### src/rtl/edge_axis_packer.sv
// rtl/edge_axis_packer.sv - packs 8-bit edge pixels into 32-bit words and streams them out over AXI4-Stream

module edge_axis_packer_fifo #(
    parameter int DEPTH = 16,
    parameter int WIDTH = 35
) (
    input  logic             clk,
    input  logic             rst_n,
    input  logic             wr_valid,
    input  logic [WIDTH-1:0] wr_data,
    output logic             wr_drop,
    output logic             rd_valid,
    input  logic             rd_ready,
    output logic [WIDTH-1:0] rd_data
);
    localparam int AW = $clog2(DEPTH);
    localparam logic [AW:0] FULL_COUNT = (AW + 1)'(DEPTH);

    logic [WIDTH-1:0] mem [DEPTH];
    logic [AW-1:0]    wr_ptr;
    logic [AW-1:0]    rd_ptr;
    logic [AW:0]      count;
    logic             pop;
    logic             push;

    // Head entry falls through to the read side; a full FIFO still accepts a write when it pops in the same cycle.
    always_comb begin
        rd_valid = (count != '0);
        pop      = rd_valid && rd_ready;
        push     = wr_valid && ((count < FULL_COUNT) || pop);
        wr_drop  = wr_valid && !push;
        rd_data  = mem[rd_ptr];
    end

    // Storage array; contents need no reset because count gates visibility.
    always_ff @(posedge clk) begin
        if (push) begin
            mem[wr_ptr] <= wr_data;
        end
    end

    // Pointer and occupancy bookkeeping; pointers wrap naturally since DEPTH is a power of two.
    always_ff @(posedge clk or negedge rst_n) begin
        if (!rst_n) begin
            wr_ptr <= '0;
            rd_ptr <= '0;
            count  <= '0;
        end else begin
            if (push) begin
                wr_ptr <= wr_ptr + 1'b1;
            end
            if (pop) begin
                rd_ptr <= rd_ptr + 1'b1;
            end
            case ({push, pop})
                2'b10:   count <= count + 1'b1;
                2'b01:   count <= count - 1'b1;
                default: count <= count;
            endcase
        end
    end
endmodule

module edge_axis_packer #(
    parameter int IMG_W      = 1024,
    parameter int IMG_H      = 768,
    parameter int FIFO_DEPTH = 16
) (
    input  logic        clk,
    input  logic        rst_n,
    input  logic        frame_start,
    input  logic        pix_valid,
    input  logic [7:0]  pix_data,
    output logic [31:0] m_axis_tdata,
    output logic        m_axis_tvalid,
    input  logic        m_axis_tready,
    output logic        m_axis_tlast,
    output logic        m_axis_tuser,
    output logic        overflow,
    output logic        frame_done
);
    localparam int CW = $clog2(IMG_W);
    localparam int RW = (IMG_H > 1) ? $clog2(IMG_H) : 1;
    localparam logic [CW-1:0] COL_LAST = CW'(IMG_W - 1);
    localparam logic [RW-1:0] ROW_LAST = RW'(IMG_H - 1);
    localparam logic [CW-1:0] COL_SOF  = CW'(3);

    // Entry layout: {last_row, tuser, tlast, data}
    localparam int EW = 35;

    logic [1:0]    lane;
    logic [CW-1:0] col;
    logic [RW-1:0] row;
    logic [23:0]   pack;

    logic [1:0]    lane_cur;
    logic [CW-1:0] col_cur;
    logic [RW-1:0] row_cur;
    logic          word_push;
    logic [EW-1:0] word_entry;
    logic          word_drop;
    logic          head_valid;
    logic [EW-1:0] head_entry;

    // Position of the current pixel; frame_start restarts the frame before a same-cycle pixel is placed.
    always_comb begin
        lane_cur = frame_start ? 2'd0 : lane;
        col_cur  = frame_start ? '0 : col;
        row_cur  = frame_start ? '0 : row;
    end

    // The fourth pixel of a group completes the word; it bypasses the pack register straight into the FIFO.
    always_comb begin
        word_push  = pix_valid && (lane_cur == 2'd3);
        word_entry = {(row_cur == ROW_LAST),
                      ((row_cur == '0) && (col_cur == COL_SOF)),
                      (col_cur == COL_LAST),
                      pix_data,
                      pack};
    end

    // Lane/column/row counters advance on every valid pixel, even when the completed word is dropped.
    always_ff @(posedge clk or negedge rst_n) begin
        if (!rst_n) begin
            lane <= 2'd0;
            col  <= '0;
            row  <= '0;
        end else if (pix_valid) begin
            lane <= lane_cur + 2'd1;
            if (col_cur == COL_LAST) begin
                col <= '0;
                row <= (row_cur == ROW_LAST) ? '0 : row_cur + 1'b1;
            end else begin
                col <= col_cur + 1'b1;
                row <= row_cur;
            end
        end else if (frame_start) begin
            lane <= 2'd0;
            col  <= '0;
            row  <= '0;
        end
    end

    // Collects the first three bytes of a group; a restarted frame simply overwrites stale lanes.
    always_ff @(posedge clk or negedge rst_n) begin
        if (!rst_n) begin
            pack <= '0;
        end else if (pix_valid) begin
            case (lane_cur)
                2'd0:    pack[7:0]   <= pix_data;
                2'd1:    pack[15:8]  <= pix_data;
                2'd2:    pack[23:16] <= pix_data;
                default: pack        <= pack;
            endcase
        end
    end

    edge_axis_packer_fifo #(
        .DEPTH (FIFO_DEPTH),
        .WIDTH (EW)
    ) u_fifo (
        .clk      (clk),
        .rst_n    (rst_n),
        .wr_valid (word_push),
        .wr_data  (word_entry),
        .wr_drop  (word_drop),
        .rd_valid (head_valid),
        .rd_ready (m_axis_tready),
        .rd_data  (head_entry)
    );

    // Stream outputs come from the FIFO head and read as zero whenever nothing is queued.
    always_comb begin
        m_axis_tvalid = head_valid;
        m_axis_tdata  = head_valid ? head_entry[31:0] : 32'd0;
        m_axis_tlast  = head_valid && head_entry[32];
        m_axis_tuser  = head_valid && head_entry[33];
    end

    // Sticky drop flag, cleared at the start of each frame.
    always_ff @(posedge clk or negedge rst_n) begin
        if (!rst_n) begin
            overflow <= 1'b0;
        end else if (frame_start) begin
            overflow <= 1'b0;
        end else if (word_drop) begin
            overflow <= 1'b1;
        end
    end

    // One-cycle pulse after the final word of the last line leaves the FIFO.
    always_ff @(posedge clk or negedge rst_n) begin
        if (!rst_n) begin
            frame_done <= 1'b0;
        end else begin
            frame_done <= head_valid && m_axis_tready && head_entry[32] && head_entry[34];
        end
    end
endmodule

### config.mk
export PLATFORM = sky130hd
export DESIGN_NAME = edge_axis_packer
export DESIGN_NICKNAME = d
export VERILOG_FILES = /design/src/rtl/edge_axis_packer.sv
export SDC_FILE = /design/constraint.sdc
export NUM_CORES = 1
export LEC_CHECK = 0
export CORE_MARGIN = 5
export CORE_UTILIZATION = 55
export DETAILED_ROUTE_END_ITERATION = 8
export HOLD_SLACK_MARGIN = 0.1
export PLACE_DENSITY_LB_ADDON = 0.2
export SYNTH_ARGS = -nofsm -noshare
export SYNTH_HDL_FRONTEND = slang
export SYNTH_SLANG_ARGS = --single-unit
### constraint.sdc
create_clock -name clk -period 6.1 [get_ports clk]
set_input_delay 0.915 -clock clk [delete_from_list [all_inputs] [get_ports clk]]
set_output_delay 0.915 -clock clk [all_outputs]
set_load 0.1 [all_outputs]
==> reports/metrics.cfg, run 1 <==
[sta]
fin_skew_ps=18.1
finalSetupViolations=0
hold_violations=0
fmax_mhz=194
finalMaxSlewViolations=0
worst_slew_pin_slew_ps=1180
fin_ws_ps=953
rsz0062_at_grt=no
fin_crit_sh_pct=84.4
relSlewSlack_pct=21.5
setup_tns_ps=0
fin_crit_ps=5150

[final_layout]
diodes=0
final.fill_count=3089
nNetsFinal=1281
drive_above_1_share_pct=23.8
layout_common_cells=edfxtp_1 (560), mux4_2 (135), mux2i_1 (77)
final_common_cell=edfxtp_1
areaGrowthSynthToFinish_pct=13.8

[power_and_ir_drop]
power.total_uw=13700
power.density_nw_per_um2=494
p_leak_uw=0.00916
ir_drop_mv=0.466

[route]
routed_wl_um=48800
dr.first_iter.drc_count=1129
wl_per_cell_um=25.8
dr.pass1.iters=5
via_per_inst=5.99
drc=0
routed-via-count=11337
ant_nets=0

[global_routing]
track_usage_pct=20.8
grt_use_met2_pct=34.7
gr-usage-met1_pct=29.6
first_global_vias=12037
grt_busiest_layer=met2
grt.overflow.total=0
grt_max_degree=78
antenna_found_initial=0
grt_pass1_wl_um=74800
use_met3_pct=3.78

[floorplan]
initial_core_util_pct=55.3
placementRows=77
die_y_um=220
design.core.area_um2=43900
io_pins=50
fp.dieArea_um2=48400
die_w_um=220

[critical_path]
start_kind=flop
reg2regPathDepth=7
cp-end-kind=output pin
worstPathRequired_ps=5180
reg2reg_slack_ps=2760
regToRegEndpoint=u_fifo.mem[15][20]$_DFFE_PP_
critPathArrivalTime_ps=4230
critical_path_class=reg -> out
cp_max_fo=77
worstReg2RegStart=lane[0]$_DFF_PN0_

[placed_design]
dpl_worst_slack_ps=1490
post-dp-hpwl_um=26900
place.gp.congestion=0.773
io_buffers=49

[yosys]
avgSynthCellArea_um2=20.8
syn_inst=1167
synth_edf_count=560
ys_seq_area_share_pct=75.6
syn_nets=1195
synth.distinct_cells=45
ys_ff_latch=621
synthFlopType=edfxtp_1
ys_warn_count=0
ys_async_sr_fraction_pct=9.82
syn-cell-area_um2=24300

[flow_run]
maxCapViolCount=0

[clocking]
worstSkewPairLatency_ps=610
cts_resized=0
cts_max_level=2
cts_tree=yes
cts_buffer_depth=3
post_cts.repair.setup_buffers=0
clk_pin_slew_ps=60
cts_buffers=59
cts-hold-fix-buffers=0
root_buffer=clkbuf_16
cts_num_sinks=621

[worst_hold_path]
hold_class=in -> async

[status]
status=completed

==> layout make-up <==
cell class	instances	area, µm²	area share, %
inverters	12	45.0	0.163
well taps	592	741	2.68
multi-input cells	475	5750	20.8
clock buffers	82	1670	6.03
repair buffers	84	811	2.94
clock inverters	28	248	0.897
flip-flops and latches	621	18400	66.5
==> Yosys cell counts, drive strengths merged, types with 12 or more instances <==
| cell type | n | share of area, % |
|---|---|---|
| dfrtp | 61 | 6.3 |
| mux4 | 135 | 13 |
| inv | 12 | 0.19 |
| nor2 | 23 | 0.36 |
| clkbuf | 26 | 0.40 |
| o21ai | 12 | 0.25 |
| mux2 | 27 | 1.3 |
| mux2i | 77 | 3.2 |
| ha | 15 | 0.77 |
| o22ai | 34 | 0.88 |
| buf | 33 | 0.65 |
| nand2 | 26 | 0.40 |
| edfxtp | 560 | 69 |
==> power by group <==
part	internal [µW]	switching [µW]	leakage, µW	total [µW]
Sequential	4980	584	0.00581	5560
Combinational	1640	2850	0.00241	4490
Clock	2070	1520	0.000939	3600
Total	8690	4960	0.00916	13700
==> through the flow <==
stage / area [µm²] / utilization (%) / hold WS (ps) / instances
6_report: 27600 / 62.9 / 491 / 1894
3_5_place_dp: 25700 / 58.5 / 497 / 1784
4_1_cts: 27600 / 62.9 / 511 / 1894
2_1_floorplan: 24300 / - / 471 / 1167
5_1_grt: 27600 / 62.9 / 526 / 1894
3_3_place_gp: 25700 / 58.5 / 495 / 1784
==> worst max path at each step <==
stage / startpoint / endpoint / slack [ps] / cells past startpoint
3_5_place_dp: frame_start / u_fifo.mem[13][19]$_DFFE_PP_ / 1490 / 9
2_1_floorplan: frame_start / u_fifo.mem[3][0]$_DFFE_PP_ / 980 / 8
5_1_grt: u_fifo.rd_ptr[1]$_DFFE_PN0P_ / m_axis_tdata[27] / 790 / 5
6_report: u_fifo.rd_ptr[1]$_DFFE_PN0P_ / m_axis_tdata[27] / 950 / 5
3_3_place_gp: frame_start / u_fifo.mem[13][19]$_DFFE_PP_ / 1520 / 9
4_1_cts: u_fifo.rd_ptr[1]$_DFFE_PN0P_ / m_axis_tdata[27] / 870 / 5
==> critical path, cell delays in order (launching register included) <==
cell and delay, ps:
dfrtp_4 1210, buf_4 480, mux4_2 270, mux2i_1 80, o22ai_1 330, clkdlybuf4s50_1 1220
==> layer usage <==
layer | part of all wire, % | up-vias
li1 | - | 4965
met3 | 5.6 | 66
met5 | 0 | -
met2 | 51 | 346
met1 | 42 | 5960
met4 | 1.6 | 0
==> kinds of logic after synthesis <==
kind of cell             after synthesis  share of synthesized area, %
XOR/XNOR                              22                         0.794
AND/OR/NAND/NOR                      125                          2.78
buffers and inverters                 71                          1.24
flip-flops                           621                          75.6
multiplexers                         239                          17.0
adder cells (fa/ha/maj)               15                         0.773
AO/OA/AOI/OAI                         74                          1.90
==> state kept, by name (all words and copies together), names as in the netlist, 2 cells and up <==
signal,flops
u_fifo.mem,560
lane,2
u_fifo.count,5
pack,24
u_fifo.rd_ptr,4
row,10
u_fifo.wr_ptr,4
col,10
No activity file was read; power rests on OpenSTA's default activity.
==> run 2: changes to the inputs <==
clock period = 5.05 ns   (was 6.1 ns; I/O delays follow)
==> reports/metrics.cfg, run 2 (synthesis results as in run 1) <==
[status]
status=completed  ; unchanged

[flow_run]
maxCapViolCount=0  ; unchanged

[global_routing]
grt.overflow.total=0  ; unchanged
antenna_found_initial=1  ; was 0
track_usage_pct=22.0  ; was 20.8%
grt_max_degree=69  ; was 78
first_global_vias=12398  ; was 12037
grt_pass1_wl_um=78300  ; was 74800 µm

[critical_path]
crit_chain=or3_1 > or3_1 > nand2_2 > buf_4 > o22ai_1 > buf_4  ; was buf_4 > mux4_2 > mux2i_1 > o22ai_1 > clkdlybuf4s50_1
worstPathRequired_ps=4290  ; was 5180 ps
cp_slowest_cell=nand2_2  ; was clkdlybuf4s50_1
critPathArrivalTime_ps=3440  ; was 4230 ps
critical_path_class=reg -> out  ; unchanged
start_kind=flop  ; unchanged
crit_path_start=u_fifo.count[0]$_DFFE_PN0P_  ; was u_fifo.rd_ptr[1]$_DFFE_PN0P_
max_stage_delay_ps=780  ; was 1220 ps
worstReg2RegStart=lane[0]$_DFF_PN0_  ; unchanged
cp_max_fo=25  ; was 77
cp-end-kind=output pin  ; unchanged

[route]
via_per_inst=6.16  ; was 5.99
ant_nets=0  ; unchanged
dr.pass1.iters=5  ; unchanged
routed_wl_um=51500  ; was 48800 µm
drc=0  ; unchanged
routed-via-count=11713  ; was 11337
wl_per_cell_um=27.1  ; was 25.8 µm
dr.first_iter.drc_count=1178  ; was 1129

[power_and_ir_drop]
ir_drop_mv=0.547  ; was 0.466 mV
p_leak_uw=0.00921  ; was 0.00916 µW
power.density_nw_per_um2=592  ; was 494 nW/µm²
power.total_uw=16300  ; was 13700 µW

[sta]
fin_skew_ps=13.7  ; was 18.1 ps
rsz0062_at_grt=no  ; unchanged
worst_slew_pin_slew_ps=1220  ; was 1180 ps
fmax_mhz=238
relSlewSlack_pct=18.7  ; was 21.5%
fin_crit_sh_pct=83.1
setup_tns_ps=0  ; unchanged
finalMaxSlewViolations=0  ; unchanged
hold_violations=0  ; unchanged
fin_crit_ps=4200
finalSetupViolations=0  ; unchanged

[final_layout]
diodes=0  ; unchanged
reg_top3=u_fifo.mem (560), pack (24)  ; unchanged
largest_register_ff_count=560  ; unchanged
drive_above_1_share_pct=26.7  ; was 23.8%
final.fill_count=3055  ; was 3089
regMostFlops=u_fifo.mem  ; unchanged
areaGrowthSynthToFinish_pct=13.7  ; was 13.8%
layout_common_cells=edfxtp_1 (560), mux4_2 (135), mux2i_1 (77)  ; unchanged
nNetsFinal=1288  ; was 1281
final_common_cell=edfxtp_1  ; unchanged
utilization_pct=62.8  ; was 62.9%

[clocking]
cts_max_level=2  ; unchanged
cts_tree=yes  ; unchanged
cts-hold-fix-buffers=0  ; unchanged
cts_resized=0  ; unchanged
cts_buffer_depth=3  ; unchanged
post_cts.repair.setup_buffers=0  ; unchanged
clk_pin_slew_ps=60  ; about the same
cts_num_sinks=621  ; unchanged
worstSkewPairLatency_ps=600  ; was 610 ps
root_buffer=clkbuf_16  ; unchanged
cts_buffers=59  ; unchanged

[placed_design]
place.gp.congestion=0.788  ; was 0.773
io_buffers=49  ; unchanged
post-dp-hpwl_um=28900  ; was 26900 µm

[floorplan]
die_w_um=220  ; unchanged
initial_core_util_pct=55.3  ; unchanged
io_pins=50  ; unchanged
placementRows=77  ; unchanged
fp.dieArea_um2=48400  ; unchanged
design.core.area_um2=43900  ; unchanged
die_y_um=220  ; unchanged

[worst_hold_path]
hold_class=in -> async  ; unchanged

run 2: metrics by stage:
step	instances	worst slack, ps	hold WS, ps	cell area (µm²)
floorplan	1167	83.3	462	24300
global placement	1791	1170	494	25700
detailed placement	1791	1100	513	25700
CTS	1901	878	124	27600
global route	1901	738	150	27600
finish	1901	854	142	27600
run 2: cell type report:
cell class / instances / area (µm²) / area share (%)
Sequential cell: 621 / 18400 / 66.5
Multi-Input combinational cell: 475 / 5750 / 20.8
Clock buffer: 84 / 1630 / 5.91
Timing Repair Buffer: 91 / 841 / 3.05
Tap cell: 592 / 741 / 2.68
Clock inverter: 26 / 230 / 0.834
Inverter: 12 / 45.0 / 0.163
run 2: power breakdown:
group	internal [µW]	switching [µW]
clock	2400	1820
sequential	6010	701
combinational	1880	3500
total	10300	6030
run 2: path summary, 6_finish.rpt:
path	to	slack, ps	depth (start not counted)
worst max register to register	u_fifo.count[4]$_DFFE_PN0P_	2100	12
worst min-delay path	u_fifo.rd_ptr[3]$_DFFE_PN0P_	140	1
min in group clk	u_fifo.count[4]$_DFFE_PN0P_	520	1
worst min register to register	u_fifo.count[4]$_DFFE_PN0P_	520	1
max in group asynchronous	pack[10]$_DFFE_PN0P_	3840	2
worst max-delay path	m_axis_tdata[10]	850	6
run 2: worst max-delay path, delay by kind of cell (launching register included):
kind / cells / cell delay (ps)
AND/OR/NAND/NOR: 3 / 1620
buffers and inverters: 2 / 640
AO/OA/AOI/OAI: 1 / 130
flip-flops: 1 / 430
run 2: metal layers:
metal / global-route usage (%) / vias up / wire, µm
li1: - / 4989 / -
met1: 32.0 / 6226 / 21500
met2: 35.9 / 434 / 25700
met3: 3.28 / 64 / 3380
met4: 5.60 / 0 / 949
met5: 0 / - / 0
